--- src/rtl/fir_seq_ctrl_if.sv ---
// Signal bundle between the FIR sequencing controller and the rest of
// the core: run control, both streams, tap/data RAM ports and the MAC.
// master: the controller side; slave: the surrounding core/RAM/MAC side.
interface fir_seq_ctrl_if;
    logic        ap_start;
    logic [31:0] data_length;
    logic        ap_idle;
    logic        ap_done;

    logic        ss_tvalid;
    logic [31:0] ss_tdata;
    logic        ss_tready;

    logic        sm_tready;
    logic        sm_tvalid;
    logic [31:0] sm_tdata;
    logic        sm_tlast;

    logic [3:0]  tap_A;
    logic [31:0] tap_Do;
    logic [3:0]  data_A;
    logic        data_WE;
    logic [31:0] data_Di;
    logic [31:0] data_Do;

    logic [31:0] mac_x;
    logic [31:0] mac_tap;
    logic        mac_en;
    logic        mac_first;
    logic [67:0] mac_y;

    modport master (
        input  ap_start, data_length, ss_tvalid, ss_tdata, sm_tready,
        input  tap_Do, data_Do, mac_y,
        output ap_idle, ap_done, ss_tready, sm_tvalid, sm_tdata, sm_tlast,
        output tap_A, data_A, data_WE, data_Di,
        output mac_x, mac_tap, mac_en, mac_first
    );

    modport slave (
        output ap_start, data_length, ss_tvalid, ss_tdata, sm_tready,
        output tap_Do, data_Do, mac_y,
        input  ap_idle, ap_done, ss_tready, sm_tvalid, sm_tdata, sm_tlast,
        input  tap_A, data_A, data_WE, data_Di,
        input  mac_x, mac_tap, mac_en, mac_first
    );
endinterface

--- src/rtl/fir_seq_ctrl.sv ---
// FIR sequencing controller: clears the circular data RAM, accepts one
// sample per input handshake, streams NTAP tap/data pairs into the MAC
// and presents the truncated result on the output stream.
// Ports: CLK, Resetn (async, active-low), bus (fir_seq_ctrl_if.master).
module fir_seq_ctrl #(
    parameter int NTAP = 11
) (
    input  logic          CLK,
    input  logic          Resetn,
    fir_seq_ctrl_if.master bus
);
    typedef enum logic [2:0] {
        S_IDLE,
        S_CLEAR,
        S_WAIT_IN,
        S_MAC,
        S_RES,
        S_OUT,
        S_DONE
    } state_t;

    localparam logic [3:0] LAST_IDX = 4'(NTAP - 1);
    localparam logic [3:0] MAC_END  = 4'(NTAP);
    localparam logic [3:0] DEPTH    = 4'(NTAP);

    state_t      state_q, state_d;
    logic [3:0]  m_q, m_d;
    logic [3:0]  wptr_q, wptr_d;
    logic [31:0] cnt_q, cnt_d;
    logic [31:0] len_q, len_d;
    logic [31:0] tdata_q, tdata_d;
    logic        tlast_q, tlast_d;
    logic [3:0]  rd_addr;

    // Only the low word of the accumulator is presented.
    logic unused_mac_hi;
    assign unused_mac_hi = ^bus.mac_y[67:32];

    // Newest sample sits at wptr; older ones walk backwards with wrap.
    always_comb begin
        rd_addr = 4'd0;
        if (wptr_q >= m_q) begin
            rd_addr = wptr_q - m_q;
        end else begin
            rd_addr = wptr_q + DEPTH - m_q;
        end
    end

    always_ff @(posedge CLK or negedge Resetn) begin
        if (!Resetn) begin
            state_q <= S_IDLE;
            m_q     <= 4'd0;
            wptr_q  <= 4'd0;
            cnt_q   <= 32'd0;
            len_q   <= 32'd0;
            tdata_q <= 32'd0;
            tlast_q <= 1'b0;
        end else begin
            state_q <= state_d;
            m_q     <= m_d;
            wptr_q  <= wptr_d;
            cnt_q   <= cnt_d;
            len_q   <= len_d;
            tdata_q <= tdata_d;
            tlast_q <= tlast_d;
        end
    end

    assign bus.sm_tdata = tdata_q;
    assign bus.sm_tlast = tlast_q;
    assign bus.mac_x    = bus.data_Do;
    assign bus.mac_tap  = bus.tap_Do;

    always_comb begin
        state_d       = state_q;
        m_d           = m_q;
        wptr_d        = wptr_q;
        cnt_d         = cnt_q;
        len_d         = len_q;
        tdata_d       = tdata_q;
        tlast_d       = tlast_q;
        bus.ap_idle   = 1'b0;
        bus.ap_done   = 1'b0;
        bus.ss_tready = 1'b0;
        bus.sm_tvalid = 1'b0;
        bus.tap_A     = 4'd0;
        bus.data_A    = 4'd0;
        bus.data_WE   = 1'b0;
        bus.data_Di   = 32'd0;
        bus.mac_en    = 1'b0;
        bus.mac_first = 1'b0;

        unique case (state_q)
            S_IDLE: begin
                bus.ap_idle = 1'b1;
                if (bus.ap_start) begin
                    cnt_d   = 32'd0;
                    wptr_d  = 4'd0;
                    m_d     = 4'd0;
                    len_d   = bus.data_length;
                    tlast_d = 1'b0;
                    state_d = S_CLEAR;
                end
            end
            S_CLEAR: begin
                bus.data_WE = 1'b1;
                bus.data_A  = m_q;
                if (m_q == LAST_IDX) begin
                    m_d     = 4'd0;
                    state_d = (len_q == 32'd0) ? S_DONE : S_WAIT_IN;
                end else begin
                    m_d = m_q + 4'd1;
                end
            end
            S_WAIT_IN: begin
                bus.ss_tready = 1'b1;
                bus.data_A    = wptr_q;
                bus.data_Di   = bus.ss_tdata;
                if (bus.ss_tvalid) begin
                    bus.data_WE = 1'b1;
                    m_d         = 4'd0;
                    state_d     = S_MAC;
                end
            end
            S_MAC: begin
                // Addresses lead the MAC step by one cycle (RAM latency).
                if (m_q <= LAST_IDX) begin
                    bus.tap_A  = m_q;
                    bus.data_A = rd_addr;
                end
                if (m_q != 4'd0) begin
                    bus.mac_en    = 1'b1;
                    bus.mac_first = (m_q == 4'd1);
                end
                if (m_q == MAC_END) begin
                    m_d     = 4'd0;
                    state_d = S_RES;
                end else begin
                    m_d = m_q + 4'd1;
                end
            end
            S_RES: begin
                tdata_d = bus.mac_y[31:0];
                tlast_d = (cnt_q == len_q - 32'd1);
                wptr_d  = (wptr_q == LAST_IDX) ? 4'd0 : wptr_q + 4'd1;
                cnt_d   = cnt_q + 32'd1;
                state_d = S_OUT;
            end
            S_OUT: begin
                bus.sm_tvalid = 1'b1;
                if (bus.sm_tready) begin
                    state_d = (cnt_q == len_q) ? S_DONE : S_WAIT_IN;
                end
            end
            S_DONE: begin
                bus.ap_done = 1'b1;
                state_d     = S_IDLE;
            end
            default: begin
                state_d = S_IDLE;
            end
        endcase
    end
endmodule

--- src/flat_wrapper.sv ---
// flat-port wrapper written by rule: the top's interface ports become plain ports
module fir_seq_ctrl_flat 
#(
    parameter int NTAP = 11
)
  (CLK, Resetn, bus_ap_start, bus_data_length, bus_ss_tvalid, bus_ss_tdata, bus_sm_tready, bus_tap_Do, bus_data_Do, bus_mac_y, bus_ap_idle, bus_ap_done, bus_ss_tready, bus_sm_tvalid, bus_sm_tdata, bus_sm_tlast, bus_tap_A, bus_data_A, bus_data_WE, bus_data_Di, bus_mac_x, bus_mac_tap, bus_mac_en, bus_mac_first);
  fir_seq_ctrl_if bus_i ();
  input  logic CLK;
  input  logic Resetn;
  input wire logic [$bits(bus_i.ap_start)-1:0] bus_ap_start;
  input wire logic [$bits(bus_i.data_length)-1:0] bus_data_length;
  input wire logic [$bits(bus_i.ss_tvalid)-1:0] bus_ss_tvalid;
  input wire logic [$bits(bus_i.ss_tdata)-1:0] bus_ss_tdata;
  input wire logic [$bits(bus_i.sm_tready)-1:0] bus_sm_tready;
  input wire logic [$bits(bus_i.tap_Do)-1:0] bus_tap_Do;
  input wire logic [$bits(bus_i.data_Do)-1:0] bus_data_Do;
  input wire logic [$bits(bus_i.mac_y)-1:0] bus_mac_y;
  output wire logic [$bits(bus_i.ap_idle)-1:0] bus_ap_idle;
  output wire logic [$bits(bus_i.ap_done)-1:0] bus_ap_done;
  output wire logic [$bits(bus_i.ss_tready)-1:0] bus_ss_tready;
  output wire logic [$bits(bus_i.sm_tvalid)-1:0] bus_sm_tvalid;
  output wire logic [$bits(bus_i.sm_tdata)-1:0] bus_sm_tdata;
  output wire logic [$bits(bus_i.sm_tlast)-1:0] bus_sm_tlast;
  output wire logic [$bits(bus_i.tap_A)-1:0] bus_tap_A;
  output wire logic [$bits(bus_i.data_A)-1:0] bus_data_A;
  output wire logic [$bits(bus_i.data_WE)-1:0] bus_data_WE;
  output wire logic [$bits(bus_i.data_Di)-1:0] bus_data_Di;
  output wire logic [$bits(bus_i.mac_x)-1:0] bus_mac_x;
  output wire logic [$bits(bus_i.mac_tap)-1:0] bus_mac_tap;
  output wire logic [$bits(bus_i.mac_en)-1:0] bus_mac_en;
  output wire logic [$bits(bus_i.mac_first)-1:0] bus_mac_first;
  assign bus_i.ap_start = bus_ap_start;
  assign bus_i.data_length = bus_data_length;
  assign bus_i.ss_tvalid = bus_ss_tvalid;
  assign bus_i.ss_tdata = bus_ss_tdata;
  assign bus_i.sm_tready = bus_sm_tready;
  assign bus_i.tap_Do = bus_tap_Do;
  assign bus_i.data_Do = bus_data_Do;
  assign bus_i.mac_y = bus_mac_y;
  assign bus_ap_idle = bus_i.ap_idle;
  assign bus_ap_done = bus_i.ap_done;
  assign bus_ss_tready = bus_i.ss_tready;
  assign bus_sm_tvalid = bus_i.sm_tvalid;
  assign bus_sm_tdata = bus_i.sm_tdata;
  assign bus_sm_tlast = bus_i.sm_tlast;
  assign bus_tap_A = bus_i.tap_A;
  assign bus_data_A = bus_i.data_A;
  assign bus_data_WE = bus_i.data_WE;
  assign bus_data_Di = bus_i.data_Di;
  assign bus_mac_x = bus_i.mac_x;
  assign bus_mac_tap = bus_i.mac_tap;
  assign bus_mac_en = bus_i.mac_en;
  assign bus_mac_first = bus_i.mac_first;
  fir_seq_ctrl #(.NTAP(NTAP)) u_core (.CLK(CLK), .Resetn(Resetn), .bus(bus_i));
endmodule
--- config.mk ---
export PLATFORM = sky130hd
export DESIGN_NAME = fir_seq_ctrl_flat
export DESIGN_NICKNAME = d
export VERILOG_FILES = /design/src/rtl/fir_seq_ctrl_if.sv /design/src/rtl/fir_seq_ctrl.sv /design/src/flat_wrapper.sv
export SDC_FILE = /design/constraint.sdc
export NUM_CORES = 1
export LEC_CHECK = 0
export ABC_CLOCK_PERIOD_IN_PS = 2800
export CAP_MARGIN = 5
export CORE_MARGIN = 4
export CORE_UTILIZATION = 38
export CTS_CLUSTER_DIAMETER = 100
export DETAILED_ROUTE_END_ITERATION = 10
export GPL_TIMING_DRIVEN = 0
export PLACE_DENSITY = 0.85
export SLEW_MARGIN = 25
export SYNTH_ARGS = -nofsm -noshare
export SYNTH_HDL_FRONTEND = slang
export SYNTH_SLANG_ARGS = --single-unit
--- constraint.sdc ---
create_clock -name CLK -period 2.8 [get_ports CLK]
set_input_delay 0.84 -clock CLK [delete_from_list [all_inputs] [get_ports CLK]]
set_output_delay 0.84 -clock CLK [all_outputs]
set_load 0.05 [all_outputs]
==> flow_summary_export.csv <==
group,metric,value,unit
logic_synthesis,syn_nets,1012,
logic_synthesis,yosys-top-cells-area,"dfrtp_1, nand2_1, buf_4",
worst_setup_path,arrival,2590,ps
placed_design,port-buffer-count,244,
placed_design,dp_slack,-1080,ps
logic_synthesis,postSynthRegisterBits,108,
run,maxCapViolCount,0,
pwr,p_per_area,1080,nW/um2
logic_synthesis,yosys_warnings,0,
placed_design,dpl-instance-area,9920,um2
drt,wl,23400,um
floorplanning,coreArea,18100,um2
sta,hold_viol,0,
logic_synthesis,synth-edff-count,0,
drt,top_layer_used,"met4",
floorplanning,die_y,144,um
cells_and_area,design_area,10600,um2
pwr,p_int,5.84,mW
clock_network,htree_num_levels,3,
sta,rsz0062_at_grt,"true",
sta,max-slew-margin-rel,50.5,%
drt,dr_total_vias,6891,
global_routing,gr-total-overflow,0,
global_routing,grt_antenna_before_repair,0,
sta,finalSetupViolCount,8,
worst_setup_path,end_kind,"output pin",
cells_and_area,final_cell_mix,"clkdlybuf4s50_1, nand2_1, buf_4",
cells_and_area,antennaDiodeCount,0,
clock_network,cts_buffer_depth,2,
pwr,p_switching,5.59,mW
clock_network,cts_tree,"built",
clock_network,cts_inserted_buffers,9,
drt,avgViaCountPerCell,5.24,
worst_setup_path,reg2reg_from,"u_core.len_q[17]$_DFFE_PN0P_",
drt,postRouteAntennaNets,0,
worst_setup_path,cp_max_fo,2,
placed_design,dp_cells,1267,
clock_network,root_buffer,"clkbuf_16",
sta,fmax,292,MHz
worst_setup_path,rrSetupSlack,50,ps
drt,wl_met3,2070,um
pwr,power_frac_seq,24.0,%
cells_and_area,fin_cells,1314,
logic_synthesis,async_flop_share,100,%
worst_setup_path,r2r_cells,7,
worst_setup_path,reg2reg_to,"u_core.bus.sm_tlast$_DFFE_PN0P_",
logic_synthesis,syn_avg_cell_area,8.92,um2
drt,drtIter0Drc,515,
drt,first_pass_iters,5,
sta,tightest_slew,742,ps
logic_synthesis,ys_types,63,
sta,slew_violations,0,
sta,period_share,122,%
floorplanning,ioPinCount,345,
pwr,p_leak,4.61,nW
sta,fin_ws,-629,ps
drt,met1_length,8620,um
cells_and_area,drive_gt1_share,23.7,%
floorplanning,num_rows,49,
outcome,status,"finished with violations",
cells_and_area,syn_to_final_growth,49.9,%
logic_synthesis,synth_largest_area_cell,"dfrtp_1",
sta,min_period,3430,ps
logic_synthesis,synthCells,793,
logic_synthesis,synthFlopType,"dfrtp_1",
cells_and_area,layout_commonest_cell,"clkdlybuf4s50_1",
floorplanning,die_w,144,um
worst_setup_path,worstSetupPathType,"flop to output pin",
global_routing,grt_max_degree,56,
logic_synthesis,ys_seq_area_share,38.2,%
pwr,peakVddDrop,0.000698,V
logic_synthesis,synth_top_area_share,38.2,%
placed_design,hpwl,17500,um
placed_design,gp_congestion,0.948,
drt,avgRoutedWirePerCell,17.8,um
worst_setup_path,critical_path_required,1960,ps
global_routing,grt_pass1_vias,6699,
hold_path,hold_path.class,"input port to asynchronous set/reset pin",
pwr,power.share.clock,12.8,%
floorplanning,start_util,39.0,%
worst_setup_path,start_kind,"flop",
floorplanning,die_area,20900,um2
drt,drc_errors,0,
pwr,switching_share,48.9,%
outcome,violations,"negative setup slack",
global_routing,grt_usage,21.5,%
clock_network,clkSinkCount,108,
drt,wl_met2,12000,um
pwr,comb_power_share,63.2,%
cells_and_area,final_util,58.4,%
cells_and_area,fin_nets,1300,
logic_synthesis,synth_area,7070,um2
clock_network,clock_latency,360,ps
sta,skew,9.82,ps
clock_network,cts.clk_slew.worst_paths,70,ps
global_routing,grt_pass1_wl,35300,um
cells_and_area,fill_cells,1534,
sta,whs,437,ps
## state kept, by name, summed over array words and instances, names as in the netlist
name and count:
u_core.bus.sm_tlast 1, u_core.bus.sm_tdata 32, u_core.wptr_q 4, u_core.m_q 4, u_core.len_q 32, u_core.state_q 3, u_core.cnt_q 32
## worst max path at each step
stage | from | end | slack [ps] | cells after the start
finish | u_core.wptr_q[0]$_DFFE_PN0P_ | bus_data_A[3] | -630 | 13
global route | u_core.wptr_q[0]$_DFFE_PN0P_ | bus_data_A[3] | -690 | 13
CTS | u_core.wptr_q[0]$_DFFE_PN0P_ | bus_data_A[3] | -550 | 13
detailed placement | u_core.m_q[0]$_DFFE_PN0P_ | bus_data_A[3] | -1080 | 11
global placement | Resetn | u_core.bus.sm_tdata[18]$_DFFE_PN0P_ | -3290 | 1
floorplan | u_core.wptr_q[0]$_DFFE_PN0P_ | bus_data_A[3] | -180 | 11
## synth_stat cells, drive strengths merged, types with 3 or more instances
cell type	number
mux2	33
o311ai	3
nor4	15
a22oi	4
o21ai	36
xnor2	37
fa	3
a211oi	4
a21oi	22
and2	35
nor3	10
and3	13
xor2	20
ha	15
or2	3
nand2b	4
buf	74
nand3	29
nand4	14
or3	8
nand3b	3
nand4b	5
or4	10
inv	17
mux2i	19
nor2	36
nand2	145
o22ai	6
clkbuf	26
nor2b	3
dfrtp	108
and4	3
o31ai	8
## power by group through the flow
| stage | Clock, mW | Sequential, mW | Combinational [mW] |
|---|---|---|---|
| after floorplan | 0 | 3.43 | 3.74 |
| after global placement | 0 | 2.71 | 6.29 |
| after detailed placement | 0 | 2.74 | 6.43 |
| after CTS | 1.49 | 2.73 | 6.83 |
| after global routing | 1.57 | 2.84 | 7.70 |
| final | 1.46 | 2.75 | 7.22 |
## kinds of logic (layout without fill, tap and decap cells)
group | count (synthesis) | count (layout) | synth area share [%]
AND/OR/NAND/NOR | 342 | 342 | 24.7
buffers and inverters | 117 | 409 | 9.83
flip-flops | 108 | 108 | 38.2
AO/OA/AOI/OAI | 99 | 99 | 8.72
XOR/XNOR | 57 | 57 | 7.06
multiplexers | 52 | 52 | 7.94
adder cells (fa/ha/maj) | 18 | 18 | 3.50
## metrics by stage
step / power (mW) / setup TNS (ps)
final: 11.4 / -2510
after global routing: 12.1 / -3060
after detailed placement: 9.17 / -30050
after CTS: 11.1 / -1860
after global placement: 9.01 / -382520
after floorplan: 7.16 / -786
## critical path: stages, from the launching register on
cell      delay [ps]
dfrtp_2          430
inv_2             90
ha_4             130
inv_2             40
fa_2             340
a21oi_2          140
o21bai_1          90
a21oi_2          170
buf_6            150
a21oi_4           40
a21oi_4          160
xor2_2           210
o21ai_4           80
buf_6            160
## repair_timing
item,in CTS,in global routing
buffers inserted,20,13
resized for setup,235,64
endpoints found under the setup margin,48,54
pin swaps,9,9
hold buffers,0,0
## per-layer routing
metal	GRT usage, %	vias up
li1	-	3243
met1	24.7	3248
met2	39.0	347
met3	4.70	53
met4	7.85	0
met5	0	-
## final cells by class
type	count	area, um2	share of cell area [%]
clock buffer	9	225	2.12
clock inverter	6	113	1.06
inverter	17	68.8	0.649
tap	229	287	2.70
buffer	99	639	6.03
multi-input combinational	568	3920	36.9
timing repair buffer	278	2640	24.9
sequential	108	2710	25.6
Power figures use the tool's default switching activity.
